### src/rtl/feature_frame_loader.sv
// Byte-stream frame loader: parses HEADER,b0..b3,CHK frames. It then delivers the
// saturated 5-bit weather features through a valid/ready output slot.
module feature_frame_loader #(
    parameter logic [7:0]  HEADER  = 8'hA5,
    parameter int unsigned TIMEOUT = 255
) (
    input  logic       clock,
    input  logic       reset,
    input  logic [7:0] in_data,
    input  logic       in_valid,
    output logic       in_ready,
    output logic [4:0] temp_max,
    output logic [4:0] temp_min,
    output logic [4:0] precipitation,
    output logic [4:0] wind,
    output logic       out_valid,
    input  logic       out_ready,
    output logic       frame_err,
    output logic [7:0] frame_cnt
);

    typedef enum logic [2:0] {IDLE, F0, F1, F2, F3, CHK} state_t;

    localparam logic [7:0] TIMEOUT_LAST = 8'(TIMEOUT - 1);

    state_t     state, state_nxt;
    logic [7:0] raw [4];
    logic [7:0] idle_cnt;
    logic [7:0] chk_calc;
    logic       accept, in_frame, timeout, commit, chk_bad;

    function automatic logic [4:0] sat5(input logic [7:0] v);
        return (v > 8'd31) ? 5'd31 : v[4:0];
    endfunction

    assign in_ready = ~out_valid | out_ready;
    assign accept   = in_valid & in_ready;

    // State register
    always_ff @(posedge clock or negedge reset) begin
        if (!reset) state <= IDLE;
        else        state <= state_nxt;
    end

    // Next-state logic; a timeout overrides any byte-driven transition.
    always_comb begin
        // NOTE: default first so every path assigns state_nxt and no latch is inferred.
        state_nxt = state;
        if (timeout) begin
            state_nxt = IDLE;
        end else if (accept) begin
            unique case (state)
                IDLE:    if (in_data == HEADER) state_nxt = F0;
                F0:      state_nxt = F1;
                F1:      state_nxt = F2;
                F2:      state_nxt = F3;
                F3:      state_nxt = CHK;
                CHK:     state_nxt = IDLE;
                default: state_nxt = IDLE;
            endcase
        end
    end

    // Per-cycle decode of frame events
    always_comb begin
        in_frame = (state != IDLE);
        chk_calc = raw[0] ^ raw[1] ^ raw[2] ^ raw[3];
        commit   = (state == CHK) && accept && (in_data == chk_calc);
        chk_bad  = (state == CHK) && accept && (in_data != chk_calc);
        timeout  = in_frame && !accept && (idle_cnt == TIMEOUT_LAST);
    end

    // Idle counter stays 0 in IDLE, so entry to F0 always starts a fresh count.
    always_ff @(posedge clock or negedge reset) begin
        if (!reset)                               idle_cnt <= '0;
        else if (!in_frame || accept || timeout)  idle_cnt <= '0;
        else                                      idle_cnt <= idle_cnt + 8'd1;
    end

    // NOTE: raw byte storage has no reset; it is always rewritten before CHK reads it.
    always_ff @(posedge clock) begin
        if (accept) begin
            unique case (state)
                F0:      raw[0] <= in_data;
                F1:      raw[1] <= in_data;
                F2:      raw[2] <= in_data;
                F3:      raw[3] <= in_data;
                default: ;
            endcase
        end
    end

    // Output slot: a commit wins over a drain in the same edge.
    always_ff @(posedge clock or negedge reset) begin
        if (!reset) begin
            temp_max      <= '0;
            temp_min      <= '0;
            precipitation <= '0;
            wind          <= '0;
            out_valid     <= 1'b0;
            frame_cnt     <= '0;
            frame_err     <= 1'b0;
        end else begin
            frame_err <= chk_bad | timeout;
            if (commit) begin
                temp_max      <= sat5(raw[0]);
                temp_min      <= sat5(raw[1]);
                precipitation <= sat5(raw[2]);
                wind          <= sat5(raw[3]);
                out_valid     <= 1'b1;
                frame_cnt     <= frame_cnt + 8'd1;
            end else if (out_valid && out_ready) begin
                out_valid <= 1'b0;
            end
        end
    end

endmodule
### config.mk
export PLATFORM = sky130hd
export DESIGN_NAME = feature_frame_loader
export DESIGN_NICKNAME = d
export VERILOG_FILES = /design/src/rtl/feature_frame_loader.sv
export SDC_FILE = /design/constraint.sdc
export NUM_CORES = 1
export LEC_CHECK = 0
export ABC_AREA = 1
export CAP_MARGIN = 20
export CORE_MARGIN = 8
export CORE_UTILIZATION = 56
export CTS_CLUSTER_DIAMETER = 60
export DETAILED_ROUTE_END_ITERATION = 6
export GPL_TIMING_DRIVEN = 0
export PLACE_DENSITY_LB_ADDON = 0.1
export SETUP_SLACK_MARGIN = 0.3
export SLEW_MARGIN = 20
export SYNTH_ARGS = -nofsm -noshare
export SYNTH_HDL_FRONTEND = slang
export SYNTH_SLANG_ARGS = --single-unit
### constraint.sdc
create_clock -name clock -period 2.4 [get_ports clock]
set_clock_uncertainty 0.2 [all_clocks]
set_input_delay 0.24 -clock clock [delete_from_list [all_inputs] [get_ports clock]]
set_output_delay 0.24 -clock clock [all_outputs]
set_load 0.05 [all_outputs]
-- Word-level counts from Yosys, hierarchy flattened
Memories as Yosys holds them, arrays and structs flattened.
Cells that the tools add are included.
- bitwise logic cells: 7
- muxes and demuxes: 32
- magnitude comparators: 4
- $add $sub $neg: 2
- eq/ne operators: 10
- reductions and logical operators: 18
- operator list (operator ; count):
    $gt A8 B5 Y1 const B ; 4
    $mux W8 ; 4
    $reduce_or A8 Y1 ; 3
    $xor A8 B8 Y8 ; 3
    $mux W5 ; 4
    $mux W1 ; 17
    $add A8 B1 Y8 const B ; 2
    $eq A8 B8 Y1 const B ; 2
    $pmux W3 S5 ; 1
    $mux W3 ; 3
    $eq A8 B8 Y1 ; 1
    $ne A8 B8 Y1 ; 1
    $eq A3 B2 Y1 const B ; 2
    $eq A3 B3 Y1 const B ; 2
    $logic_and A1 B1 Y1 ; 6
    $mux W2 ; 3
    $reduce_bool A2 Y1 ; 2
    $eq A3 B1 Y1 const B ; 1
    $logic_not A3 Y1 ; 1
    $ne A3 B3 Y1 const B ; 1
    $reduce_bool A3 Y1 ; 1
    $logic_not A1 Y1 ; 2
    $logic_or A1 B1 Y1 ; 2
    $or A1 B1 Y1 ; 2
    3 further kinds ; 3
- RAM bits: 32
- output and inout port bits: 31
- memories: 1
- input bits: 12
- flip-flop bits (word level): 41
- logic and storage cells: 83
- memory list (memory ; depth ; bits a word ; read ports ; clocked after Yosys merged registers in ; write ports ; RTL line ; text):
    raw ; 4 ; 8 ; 4 ; 0 ; 1 ; 27 ; logic [7:0] raw [4];

-- Depth between registers and ports, before layout
- depth in word-level cells: 9
- mapped depth: 15
- depth with buffers taken out: 13

-- Least setup slack after synthesis
OpenSTA, ideal clock, no wires.
- kind: reg2reg
- from: register out_valid
- to: register idle_cnt[7]
- data required time: 2.114 ns
- period minus slack after synthesis: 2.346 ns
- buffers on the path: 1
- data arrival time: 2.060 ns
- stages on the path, launching flop included: 7
- setup time: 0.086 ns
- setup slack: 0.054 ns
- cells stage by stage: dfrtp_1 -> nand2_1 -> nand2_1 -> nand2_1 -> or2_2 -> clkbuf_1 -> nor3_1
- cells in the longest elaborated chain, start to end: 8
- elaborated cells between the ends (all ways): 9
- those cells by class: mux (1); bitwise (3); reduce/logical (5)
- RTL lines (element ; RTL line ; text):
    start, declared ; 16 ; output logic out_valid,
    start signal, assigned ; 100 ; out_valid <= 1'b0;
    start signal, assigned ; 110 ; out_valid <= 1'b1;
    start signal, assigned ; 113 ; out_valid <= 1'b0;
    $not A1 Y1 (*) ; 36 ; assign in_ready = ~out_valid | out_ready;
    $or A1 B1 Y1 (*) ; 36 ;
    named net in_ready ; 11 ; output logic in_ready,
    $and A1 B1 Y1 (*) ; 37 ; assign accept = in_valid & in_ready;
    $logic_not A1 Y1 ; 70 ; timeout = in_frame && !accept && (idle_cnt == TIMEOUT_LAST);
    $logic_and A1 B1 Y1 (2 in series) ; 70 ;
    $logic_or A1 B1 Y1 (*) ; 76 ; else if (!in_frame || accept || timeout) idle_cnt <= '0;
    $mux W8 (*) ; 76 ;
    end signal, assigned ; 77 ; else idle_cnt <= idle_cnt + 8'd1;
    end, declared ; 28 ; logic [7:0] idle_cnt;
The timed path passes the listed nets; every way through them passes the cells marked *.
A chain may end at the register's enable or synchronous reset.

-- Worst setup path in the final report
- from: register frame_cnt[2]
- to: output port frame_cnt[2]
- RTL lines (element ; RTL line ; text):
    start, declared ; 19 ; output logic [7:0] frame_cnt
    start signal, assigned ; 111 ; frame_cnt <= frame_cnt + 8'd1;
No word-level cell between the ends.

==> out/metrics.yaml <==
ys_top_cells_by_area: "dfrtp_1 29%, edfxtp_1 27%, nand2_1 17%"
drt_iter0_markers: 200
ir_drop_uv: 655
grt_max_degree: 24
core_mm2: 0.00628
die-area_mm2: 0.00923
synthCells: 414
h-tree-depth: 3
viasPerCell: 5.07
finalHoldViolations: 0
setup_viol: 0
rsz0062_at_grt: "true"
critPathArrivalTime_ns: 1.61
grt_pass1_vias: 2693
ys_seq_elements: 73
grt-busiest-layer: "met2"
drv_slew: 0
num_io_pins: 43
gp_congestion: 0.813
min_period_ns: 2.05
die_width_um: 96.1
finalCritPeriodShare_pct: 85.5
max-cap-violations: 0
io_buffers: 42
n_antenna_cell: 0
firstDrtPassIters: 4
grtUsageMet1_pct: 21.2
cts_buffers: 9
required_ns: 1.96
use_met3_pct: 2.89
synth_top_area_share_pct: 28.6
synth_cell_types: 26
drive_gt1_share_pct: 9.07
clockBufferDepth: 2
synth_edf_count: 32
stdcell_count: 551
whs_ns: 0.170
final_cell_mix: "158 x nand2_1, 49 x inv_1, 40 x dfrtp_1"
use_met2_pct: 29.5
cp_top_family: "buffers and inverters"
path_max_fanout: 5
grt_pass1_wl_um: 12400
overflow: 0
startpoint_type: "flip-flop"
async_reset_ff_share_pct: 56.2
cts.sinks: 73
final_common_cell: "nand2_1"
fin_nets: 484
netlist_area_mm2: 0.00359
routed_wl_um: 7430
area_growth_pct: 22.0
ys_seq_area_share_pct: 55.4
cts_tree: "built"
final_antenna_net_count: 0
row_count: 29
status: "finished clean"
worstMarginPinSlew_ns: 0.827
worstSkewPairLatency_ns: 0.35
wl_per_cell_um: 13.5
post-route-drc-count: 0
ys.flop_type: "dfrtp_1"
critical-path-slowest-cell: "clkdlybuf4s50_1"
fmax_mhz: 487
hold_class: "primary input to asynchronous set/reset pin"
yosysWarnings: 0
hpwlAfterDp_um: 5480
die_h_um: 96.1
max_stage_delay_ns: 0.83
power_density_mw_per_mm2: 723
antenna_found_initial: 0
syn_nets: 429
syn_avg_cell_area_um2: 8.67
yosysTopAreaCell: "dfrtp_1"
p_leak_nw: 2.19
vias: 2794
critPathKind: "flip-flop to output port"
end_kind: "output port"
relSlewSlack_pct: 44.7
worst-path-buf-inv: 1
start_util_pct: 57.2
reg2reg_slack_ns: 0.40
cts_root_buf: "clkbuf_8"
fin_util_pct: 69.8
placed_cells: 534
grt_util_all_layers_pct: 17.5
cp_cell_sequence: "clkdlybuf4s50_1"
clk_pin_slew_ns: 0.08
registers in the layout, summed over array words and instances, names as in the netlist:
name and flops:
temp_min 5, idle_cnt 8, wind 5, out_valid 1, raw 32, temp_max 5, frame_cnt 8, frame_err 1
precipitation 5, state 3
cell families after synthesis:
| logic type | Yosys count | share of synthesized area (%) |
|---|---|---|
| AO/OA/AOI/OAI | 9 | 1.25 |
| XOR/XNOR | 15 | 3.66 |
| AND/OR/NAND/NOR | 245 | 30.2 |
| buffers and inverters | 69 | 8.50 |
| adder cells (fa/ha/maj) | 3 | 1.05 |
| flip-flops | 73 | 55.4 |
stage by stage:
stage                     total power [W]  area (µm²)  TNS (ns)  worst slack [ns]
final                             0.00317        4380         0             0.347
after floorplan                   0.00194        3590         0             0.361
after global placement            0.00209        4110     -2.89            -0.210
after global routing              0.00333        4380         0             0.295
after CTS                         0.00316        4360         0             0.309
after detailed placement          0.00212        4130         0            0.0819
final timing paths:
path	from	endpoint	cells past startpoint
max reg2reg	state[2]$_DFFE_PN0P_	raw[2][1]$_DFFE_PP_	3
max in group asynchronous	reset	out_valid$_DFFE_PN0P_	3
max	frame_cnt[2]$_DFFE_PN0P_	frame_cnt[2]	1
min reg2reg	wind[4]$_DFFE_PN0P_	wind[4]$_DFFE_PN0P_	2
min in group clock	wind[4]$_DFFE_PN0P_	wind[4]$_DFFE_PN0P_	2
min	reset	frame_cnt[7]$_DFFE_PN0P_	2
power breakdown:
part	total, W	internal (W)	switching (W)
clock	0.00106	0.000585	0.000474
sequential	0.00151	0.00143	0.0000797
combinational	0.000596	0.000196	0.000401
total	0.00317	0.00221	0.000954
cell usage after synthesis, types with 4 or more instances:
master and n:
nand2_1 159, inv_1 49, dfrtp_1 41, edfxtp_1 32, nand4_1 31, nand3_1 19, nor2_1 13, nor3_1 9
xnor2_1 9, inv_2 7, a21oi_1 6, xor2_1 6, buf_4 5, buf_2 4
routing by layer:
| layer | up-vias | part of all wire [%] |
|---|---|---|
| met2 | 56 | 49 |
| li1 | 1448 | - |
| met1 | 1279 | 46 |
| met5 | - | 0 |
| met4 | 0 | 1.9 |
| met3 | 11 | 4.0 |
area by class of cell:
| cell class | count | area (µm²) |
|---|---|---|
| clock inverter | 7 | 93.8 |
| buffer | 13 | 95.1 |
| timing repair buffer | 44 | 459 |
| sequential | 73 | 1990 |
| fill | 495 | 1900 |
| clock buffer | 9 | 124 |
| multi-input combinational | 272 | 1310 |
| tap | 77 | 96.3 |
| inverter | 56 | 210 |
timing repair:
item / in CTS / in global routing
gates resized for setup: 1 / 5
endpoints found under the setup margin: 1 / 14
hold buffers: 1 / 0
endpoints found under the hold margin: 41 / 0
buffers inserted: 0 / 0
Power figures use the tool's default switching activity.
